### src/rtl/stat_ram_ctrl.sv
// ----------------------------------------------------------------------------
// stat_ram_ctrl
//
// Read-modify-write sequencer for port A of the MAC statistics dual-port RAM.
// Zero-fills the RAM after reset. Serves host CPU counter reads at top
// priority. Round-robins saturating increment events between RX and TX.
//
// Parameters
//   DATA_WIDTH  counter width, equal to the RAM data width
//   ADDR_WIDTH  counter index width; RAM depth is 2**ADDR_WIDTH
//
// Ports
//   Clk, Reset            clock; synchronous active-high reset
//   Rx_inc_req/addr/gnt   RX increment request, counter index, grant
//   Tx_inc_req/addr/gnt   TX increment request, counter index, grant
//   Cpu_rd_req/addr       CPU read request (held until ack), counter index
//   Cpu_rd_ack/data       one-cycle ack with the counter value
//   Init_busy             high while the RAM is being zero-filled
//   ram_addr/wdata/wren   to RAM port A (address_a, data_a, wren_a)
//   ram_rdata             from RAM port A (q_a), zero read latency
//
// Configuration
//   STAT_CLEAR_ON_READ_EN  when defined, a CPU read clears the counter.
//                          The read then takes 3 cycles instead of 2.
// ----------------------------------------------------------------------------
module stat_ram_ctrl #(
    parameter int DATA_WIDTH = 32,
    parameter int ADDR_WIDTH = 6
) (
    input  logic                  Clk,
    input  logic                  Reset,
    input  logic                  Rx_inc_req,
    input  logic [ADDR_WIDTH-1:0] Rx_inc_addr,
    output logic                  Rx_inc_gnt,
    input  logic                  Tx_inc_req,
    input  logic [ADDR_WIDTH-1:0] Tx_inc_addr,
    output logic                  Tx_inc_gnt,
    input  logic                  Cpu_rd_req,
    input  logic [ADDR_WIDTH-1:0] Cpu_rd_addr,
    output logic                  Cpu_rd_ack,
    output logic [DATA_WIDTH-1:0] Cpu_rd_data,
    output logic                  Init_busy,
    output logic [ADDR_WIDTH-1:0] ram_addr,
    output logic [DATA_WIDTH-1:0] ram_wdata,
    output logic                  ram_wren,
    input  logic [DATA_WIDTH-1:0] ram_rdata
);

    typedef enum logic [2:0] {
        INIT,
        IDLE,
        INC_RD,
        INC_WR,
`ifdef STAT_CLEAR_ON_READ_EN
        CPU_CLR,
`endif
        CPU_RD
    } state_t;

    typedef enum logic {
        SRC_RX,
        SRC_TX
    } src_t;

    state_t                state;
    src_t                  last_rr;
    logic [ADDR_WIDTH-1:0] init_cnt;
    logic [ADDR_WIDTH-1:0] op_addr;
    logic [DATA_WIDTH-1:0] rd_q;
    logic [DATA_WIDTH-1:0] inc_val;
    logic                  idle_ok;
    logic                  cpu_sel;
    logic                  rx_sel;
    logic                  tx_sel;

    // Arbitration. The CPU request is still high during its own ack cycle,
    // so it is ignored while Cpu_rd_ack is set to avoid a duplicate read.
    assign idle_ok = (state == IDLE) && !Reset;
    assign cpu_sel = idle_ok && Cpu_rd_req && !Cpu_rd_ack;
    assign rx_sel  = idle_ok && !cpu_sel && Rx_inc_req &&
                     (!Tx_inc_req || last_rr == SRC_TX);
    assign tx_sel  = idle_ok && !cpu_sel && Tx_inc_req &&
                     (!Rx_inc_req || last_rr == SRC_RX);

    assign Rx_inc_gnt = rx_sel;
    assign Tx_inc_gnt = tx_sel;
    assign Init_busy  = Reset || (state == INIT);

    // Saturating increment: an all-ones counter stays all-ones.
    assign inc_val = (&rd_q) ? rd_q : rd_q + DATA_WIDTH'(1);

    // NOTE: sequential state uses non-blocking assignments only.
    always_ff @(posedge Clk) begin
        if (Reset) begin
            state       <= INIT;
            init_cnt    <= '0;
            last_rr     <= SRC_TX;
            Cpu_rd_ack  <= 1'b0;
            Cpu_rd_data <= '0;
        end else begin
            Cpu_rd_ack <= 1'b0;
            case (state)
                INIT: begin
                    init_cnt <= init_cnt + ADDR_WIDTH'(1);
                    if (init_cnt == {ADDR_WIDTH{1'b1}}) state <= IDLE;
                end
                IDLE: begin
                    if (cpu_sel) begin
                        state <= CPU_RD;
                    end else if (rx_sel) begin
                        state <= INC_RD;
                        if (Tx_inc_req) last_rr <= SRC_RX;
                    end else if (tx_sel) begin
                        state <= INC_RD;
                        if (Rx_inc_req) last_rr <= SRC_TX;
                    end
                end
                INC_RD: state <= INC_WR;
                INC_WR: state <= IDLE;
                CPU_RD: begin
                    Cpu_rd_data <= ram_rdata;
                    Cpu_rd_ack  <= 1'b1;
`ifdef STAT_CLEAR_ON_READ_EN
                    state       <= CPU_CLR;
`else
                    state       <= IDLE;
`endif
                end
`ifdef STAT_CLEAR_ON_READ_EN
                CPU_CLR: state <= IDLE;
`endif
                default: state <= INIT;
            endcase
        end
    end

    // NOTE: pure datapath registers carry no reset; every consumer only
    // looks at them after they have been loaded by an accepted request.
    always_ff @(posedge Clk) begin
        if (cpu_sel) begin
            op_addr <= Cpu_rd_addr;
        end else if (rx_sel) begin
            op_addr <= Rx_inc_addr;
        end else if (tx_sel) begin
            op_addr <= Tx_inc_addr;
        end
        if (state == INC_RD) rd_q <= ram_rdata;
    end

    // RAM port A drive. Reset forces the write enable low in every state.
    // NOTE: every always_comb output gets a default first so no latch forms.
    always_comb begin
        ram_addr  = (state == INIT) ? init_cnt : op_addr;
        ram_wdata = '0;
        ram_wren  = 1'b0;
        case (state)
            INIT:    ram_wren = !Reset;
            INC_WR: begin
                ram_wdata = inc_val;
                ram_wren  = !Reset;
            end
`ifdef STAT_CLEAR_ON_READ_EN
            CPU_CLR: ram_wren = !Reset;
`endif
            default: ;
        endcase
    end

endmodule

### config.mk
export PLATFORM = sky130hd
export DESIGN_NAME = stat_ram_ctrl
export DESIGN_NICKNAME = d
export VERILOG_FILES = /design/src/rtl/stat_ram_ctrl.sv
export SDC_FILE = /design/constraint.sdc
export NUM_CORES = 1
export LEC_CHECK = 0
export BUFFER_PORTS_ARGS = -buffer_cell sky130_fd_sc_hd__buf_4
export CAP_MARGIN = 5
export CORE_ASPECT_RATIO = 0.7
export CORE_UTILIZATION = 50
export DETAILED_ROUTE_END_ITERATION = 6
export PLACE_DENSITY = 0.79
export SYNTH_ARGS = -nofsm -noshare
export SYNTH_HDL_FRONTEND = slang
export SYNTH_SLANG_ARGS = --single-unit
### constraint.sdc
create_clock -name Clk -period 4.3 [get_ports Clk]
set_clock_uncertainty 0.15 [all_clocks]
set_input_delay 0.43 -clock Clk [delete_from_list [all_inputs] [get_ports Clk]]
set_output_delay 0.43 -clock Clk [all_outputs]
set_load 0.005 [all_outputs]
==> results of run 1 <==
cell usage in the layout, fill, tap and decap left out, types with 5 or more instances in the layout:
cell,netlist,final
buf_4,1,132
nand2_1,82,82
a21oi_1,46,46
dfxtp_1,43,43
edfxtp_1,38,38
nor2_1,37,37
xnor2_1,22,22
nand3_1,17,17
nand4_1,11,11
o21ai_0,10,10
clkbuf_16,0,10
and4_1,9,9
xor2_1,9,9
inv_1,8,8
mux2i_1,7,7
mux2_2,6,6
or3_1,5,5
and3_1,5,5
a2111oi_0,5,5
layout make-up:
type	instances	area, sq um
fillers	581	2210
flip-flops and latches	81	2000
multi-input cells	310	1800
repair buffers	132	991
clock buffers	10	250
well taps	98	123
clock inverters	6	72.6
inverters	8	30.0
cell families after synthesis:
kind of cell               count (synthesis)
and+or+nand+nor                          188
DFF                                       81
AOI/OAI and AO/OA                         76
buffers and inverters                     34
xor gates and xnor gates                  31
muxes                                     13
adders and majority gates                  2
synth_stat cells, drive strengths merged, types with 2 or more instances:
library cell   n  area, sq um
o21ai         10         50.1
nor2b          2         12.5
buf            7         62.6
clkbuf        19         71.3
nand4         11         68.8
nor3           3         15.0
and4          10         90.1
nand3         18         95.1
nand4b         2         17.5
or3            5         31.3
mux2i          7         70.1
a211oi         3         22.5
nor2          37          139
nand2b         3         18.8
xnor2         22          193
mux2           6         67.6
edfxtp        38         1140
a31oi          3         18.8
nor4           2         27.5
nand2         82          308
or4b           2         20.0
a311oi         2         17.5
a21oi         46          230
xor2           9         78.8
dfxtp         43          861
a2111oi        5         43.8
ha             2         25.0
and3           5         31.3
inv            8         30.0
power by group through the flow:
| stage | combinational, mW | sequential, mW | clock (mW) |
|---|---|---|---|
| final | 0.0698 | 0.811 | 0.803 |
| after global routing | 0.0752 | 0.811 | 0.847 |
| after CTS | 0.0697 | 0.811 | 0.814 |
| after detailed placement | 0.0688 | 0.828 | 0 |
| after global placement | 0.0675 | 0.828 | 0 |
| after floorplan | 0.0171 | 0.827 | 0 |
sequential cells by signal, summed over array words and instances, names as in the netlist:
signal,count
rd_q,32
Cpu_rd_data,32
op_addr,6
Cpu_rd_ack,1
last_rr,1
init_cnt,6
state,3
routing by layer:
layer | vias up | global-route usage [%] | share of wire (%)
met3 | 9 | 7.44 | 7.8
met1 | 1628 | 34.7 | 47
li1 | 1740 | - | -
met4 | 0 | 4.73 | 1.1
met2 | 135 | 36.1 | 44
met5 | - | 0 | 0
path summary, 6_finish.rpt:
path                      to  slack (ps)  depth (start not counted)
max            ram_wdata[30]         880                          7
min                 rd_q[14]         140                          1
max reg2reg         state[0]        1840                          5
min reg2reg  Cpu_rd_data[31]         310                          2
metrics by stage:
| step | util [%] | cells | hold slack [ps] | area [sq um] |
|---|---|---|---|---|
| after floorplan | - | 425 | 303 | 3960 |
| after global placement | 66.1 | 629 | 293 | 4950 |
| after detailed placement | 66.1 | 629 | 300 | 4950 |
| after CTS | 70.5 | 645 | 126 | 5270 |
| after global routing | 70.5 | 645 | 123 | 5270 |
| final | 70.5 | 645 | 140 | 5270 |
==> metrics.md, run 1 <==
| Metric | Value |
|---|---|
| Power density over the cells | 320 nW/um^2 |
| Clock share of power | 47.7% |
| Routed wire length per instance | roughly 15 um |
| Final Setup Violations | 0 |
| Cells along the critical path | ha_1 > nand4_1 > nor4_4 > or4b_1 > xor2_1 > nor2_1 > buf_4 |
| Max incr delay on CP | around 730 ps |
| Final worst path period share | between 70% and 80% |
| Leakage Power | approximately 2.1 nW |
| Max rail drop VDD | about 220 uV |
| Clock buffer count from CTS | 9 |
| Max-cap violations | 0 |
| Largest net degree at the start of global routing | 46 |
| Post-synthesis xor/xnor area fraction | approximately 7% |
| Required time of the critical path | 3720 ps |
| Clock Sinks | roughly 80 |
| Combinational family with the most area after synthesis | simple AND/OR/NAND/NOR gates |
| Worst Tran Pin Value | 1180 ps |
| Comb pwr share | between 4 and 5% |
| Post-synthesis compound-gate area fraction | 11.2% |
| Worst r2r src | state[2] |
| Number of global-route vias before repair | 3179 |
| Residual DRC | 0 |
| Root buffer cell | clkbuf_16 |
| Setup CP Type | flop to output port |
| Critical Path Source Type | flop |
| Core region area | between 7000 and 8000 sq um |
| Hold-fix buffers at CTS | 0 |
| Mux share of post-synthesis cell area | between 3 and 4% |
| Post-Synth Adder-Cell Area | less than 1% |
| #FFs+latches synth | 81 |
| Status | complete, no violations |
| Slew Limit Headroom | between 20% and 30% |
| Max-slew violation count | 0 |
| Max H-tree Level | 3 |
| HP Class | primary input to flop |
| Pre-antenna DRT Iters | 4 |
| Total power | 1.68 mW |
| Slowest-stage cell, CP | nor4_4 |
| Num ports | 130 |
| Dpl ws | 1240 ps |
| Total track usage | about a quarter |
| Die ar. | approximately 8300 sq um |
| Sequential cell area fraction in the yosys report | between 50% and 60% |
| Worst-path maximum fanout | 18 |
| DRT iter0 DRCs | 242 |
| Worst Setup Slack, final | 881 ps |
| Max clock buf depth | 2 |
| CTS clock-pin slew for the worst setup and hold paths | ~60 ps |
| Psw | ~340 uW |
| Initial antenna violation count | 0 |
| Number of routed nets with antenna violations | 0 |
| Crit path buf inv count | 1 |
| Grt ovf | 0 |
| Top_reg_cell synth | dfxtp_1 |
| Fmax | between 0.2 and 0.3 GHz |
| First-pass GRT wire length | 15800 um |
| Via count | 3512 |
| # port buffers | about 130 |
| CTS tree | built |
| Chip height | approximately 76 um |
| Cell Int Power | between 1 and 1.5 mW |
| Post-Synthesis Cells | between 400 and 500 |
| # resized after CTS | 0 |
| Die Wd | around 110 um |
| RSZ-0062 raised after global routing | no |
| Post-DP HPWL | ~7000 um |
| Tmin final | around 3400 ps |
| Cell family with most CP delay | simple AND/OR/NAND/NOR gates |
| Ys async rst share | 0% |
| Final wirelength | slightly below 10000 um |
| Fin nets | about 600 |
| Mapped Area | 3960 sq um |
| Simple-Gate Fraction of Synth Area | between 20% and 30% |
| Total negative setup slack | 0 ps |
| Syn-to-layout area delta | 33.0% |
| Row count | 26 |
| Worst-Skew Late Latency | about 330 ps |
| Crit. Startpoint | rd_q[0] |
| Crit path DAT | about 2800 ps |
| Avg Inst Size Synth | 9.33 sq um |
| Library cells used by synthesis | 48 |
| Hold Vio Cnt, Final | 0 |
| Ant. Diodes | 0 |
| Share of cells above drive strength 1 | approximately 30% |
| Worst setup EP type | output port |
| Number of synthesized flops with an enable pin | 38 |
| Sequential power share | between 40 and 50% |
| Postcts setup bufs | 0 |
| Final Wtd Congestion | around 0.85 |
| Initial core utilization | 53.0% |
| Via/cell ratio | 5.44 |
| Syn nets | around 480 |
| Min-delay src | ram_rdata[14] |
| Switch share | roughly a fifth |
| YS warnings | 0 |
(Power assumes the default switching activity.)
==> inputs of run 2 (changes only) <==
==> constraint.sdc (replaced) <==
create_clock -name Clk -period 3.47 [get_ports Clk]
set_clock_uncertainty 0.15 [all_clocks]
set_input_delay 0.347 -clock Clk [delete_from_list [all_inputs] [get_ports Clk]]
set_output_delay 0.347 -clock Clk [all_outputs]
set_load 0.005 [all_outputs]
==> run 2 against run 1 <==
Effect of this change:
- final area is 0.21% higher
- final cell count rose by 0.16%
- die area stayed put
- critical path depth unchanged
- non-clock buffer count rose by 1
- first-iteration DRC count shrank 1.2%
- largest cell class unchanged
==> metrics.md, run 2 (synthesis results as in run 1) <==
| Metric | Value |
|---|---|
| Max rail drop VDD | between 200 and 300 uV |
| Slowest-stage cell, CP | nor4_4 |
| Max clock buf depth | 2 |
| Leakage Power | between 2 and 2.5 nW |
| Syn-to-layout area delta | 33.3% |
| Largest net degree at the start of global routing | 46 |
| # resized after CTS | 0 |
| # port buffers | 129 |
| Worst-Skew Late Latency | ~330 ps |
| First-pass GRT wire length | around 16000 um |
| Number of global-route vias before repair | 3164 |
| Total negative setup slack | 0 ps |
| Post-DP HPWL | around 7400 um |
| Hold Vio Cnt, Final | 0 |
| Num ports | 130 |
| Total track usage | between 20% and 30% |
| DRT iter0 DRCs | about 240 |
| Status | complete, no violations |
| Crit path DAT | between 2000 and 3000 ps |
| Initial core utilization | between 50 and 60% |
| Die Wd | between 100 and 150 um |
| Final Setup Violations | 0 |
| Cell Area, Placed | roughly 5000 sq um |
| Dpl ws | approximately 500 ps |
| Clock buffer count from CTS | 9 |
| Largest regs | Cpu_rd_data: 32 flops, rd_q: 32 flops |
| Cells along the critical path | ha_1 > nand4_1 > nor4_4 > or4b_1 > xor2_1 > nor2_1 > buf_4 |
| Root buffer cell | clkbuf_16 |
| Post-layout util | around 71% |
| Postcts setup bufs | 0 |
| Residual DRC | 0 |
| Routed wire length per instance | approximately 15 um |
| Design Area, Final | around 5300 sq um |
| Hold-fix buffers at CTS | 0 |
| Final worst path period share | a little over nine tenths |
| Number of routed nets with antenna violations | 0 |
| Fin nets | 600 |
| Max H-tree Level | 3 |
| Via/cell ratio | between 5 and 6 |
| Final std cells w/o fill | 646 |
| Max incr delay on CP | between 600 and 700 ps |
| Core region area | between 7000 and 8000 sq um |
| Worst Hold Slack | approximately 45 ps |
| Critical Path Source Type | flop |
| Slew Limit Headroom | a little under a quarter |
| Worst Setup Slack, final | roughly 210 ps |
| Total power | between 2 and 2.5 mW |
| Power density over the cells | about 400 nW/um^2 |
| Grt ovf | 0 |
| Initial antenna violation count | 0 |
| Ant. Diodes | 0 |
| Fmax | 0.307 GHz |
| Via count | 3515 |
| CTS clock-pin slew for the worst setup and hold paths | about 70 ps |
| Commonest non-fill, non-tap cells in the layout | buf_4 (133), nand2_1 (82), a21oi_1 (46), dfxtp_1 (43), edfxtp_1 (38) |
| Required time of the critical path | between 2000 and 3000 ps |
| Cells after DPL | 630 |
| Setup CP Type | flop to output port |
| Row count | 26 |
| Worst Tran Pin Value | approximately 1200 ps |
| Worst-path maximum fanout | 18 |
| Worst setup EP type | output port |
| Max-slew violation count | 0 |
| Most common cell after layout, fill and taps aside | buf_4 |
| CTS tree | built |
| Tmin final | approximately 3300 ps |
| Share of cells above drive strength 1 | 29.4% |
| RSZ-0062 raised after global routing | no |
| Chip height | roughly 76 um |
| Final wirelength | 9970 um |
| Pre-antenna DRT Iters | 5 |
| Max-cap violations | 0 |
| Die ar. | approximately 8300 sq um |
| Clock Sinks | slightly above 80 |
| Final Wtd Congestion | around 0.84 |
| HP Class | primary input to flop |
==> run 2: path summary, 6_finish.rpt <==
kind,startpoint,cells after the start,slack (ps),to
max reg2reg,state[2],5,1050,op_addr[4]
min reg2reg,Cpu_rd_data[8],2,300,Cpu_rd_data[8]
max,rd_q[0],7,210,ram_wdata[30]
min,ram_rdata[6],1,40,rd_q[6]
==> run 2: metal layers <==
layer	part of all wire (%)	up-vias	global-route usage [%]
met5	0	-	0
met4	1.4	0	6.89
met3	7.5	15	5.22
met2	45	134	37.3
met1	46	1629	35.1
li1	-	1737	-
==> run 2: where the power goes <==
group          switching [mW]  leakage [nW]  internal [mW]
Combinational          0.0331          1.24         0.0519
Clock                   0.394         0.162          0.616
Sequential            0.00385         0.688           1.00
Total                   0.431          2.09           1.67
==> run 2: critical path, delay by kind of cell, from the launching register on <==
| kind | cells | cell delay (ps) |
|---|---|---|
| adders and majority gates | 1 | 240 |
| buffers and inverters | 1 | 180 |
| and+or+nand+nor | 4 | 1430 |
| DFF | 1 | 440 |
| xor gates and xnor gates | 1 | 140 |
==> run 2: area by class of cell <==
cell class	instances	area (sq um)
repair buffers	133	998
clock inverters	6	76.3
clock buffers	10	250
fillers	599	2200
flip-flops and latches	81	2000
multi-input cells	310	1800
well taps	98	123
inverters	8	30.0
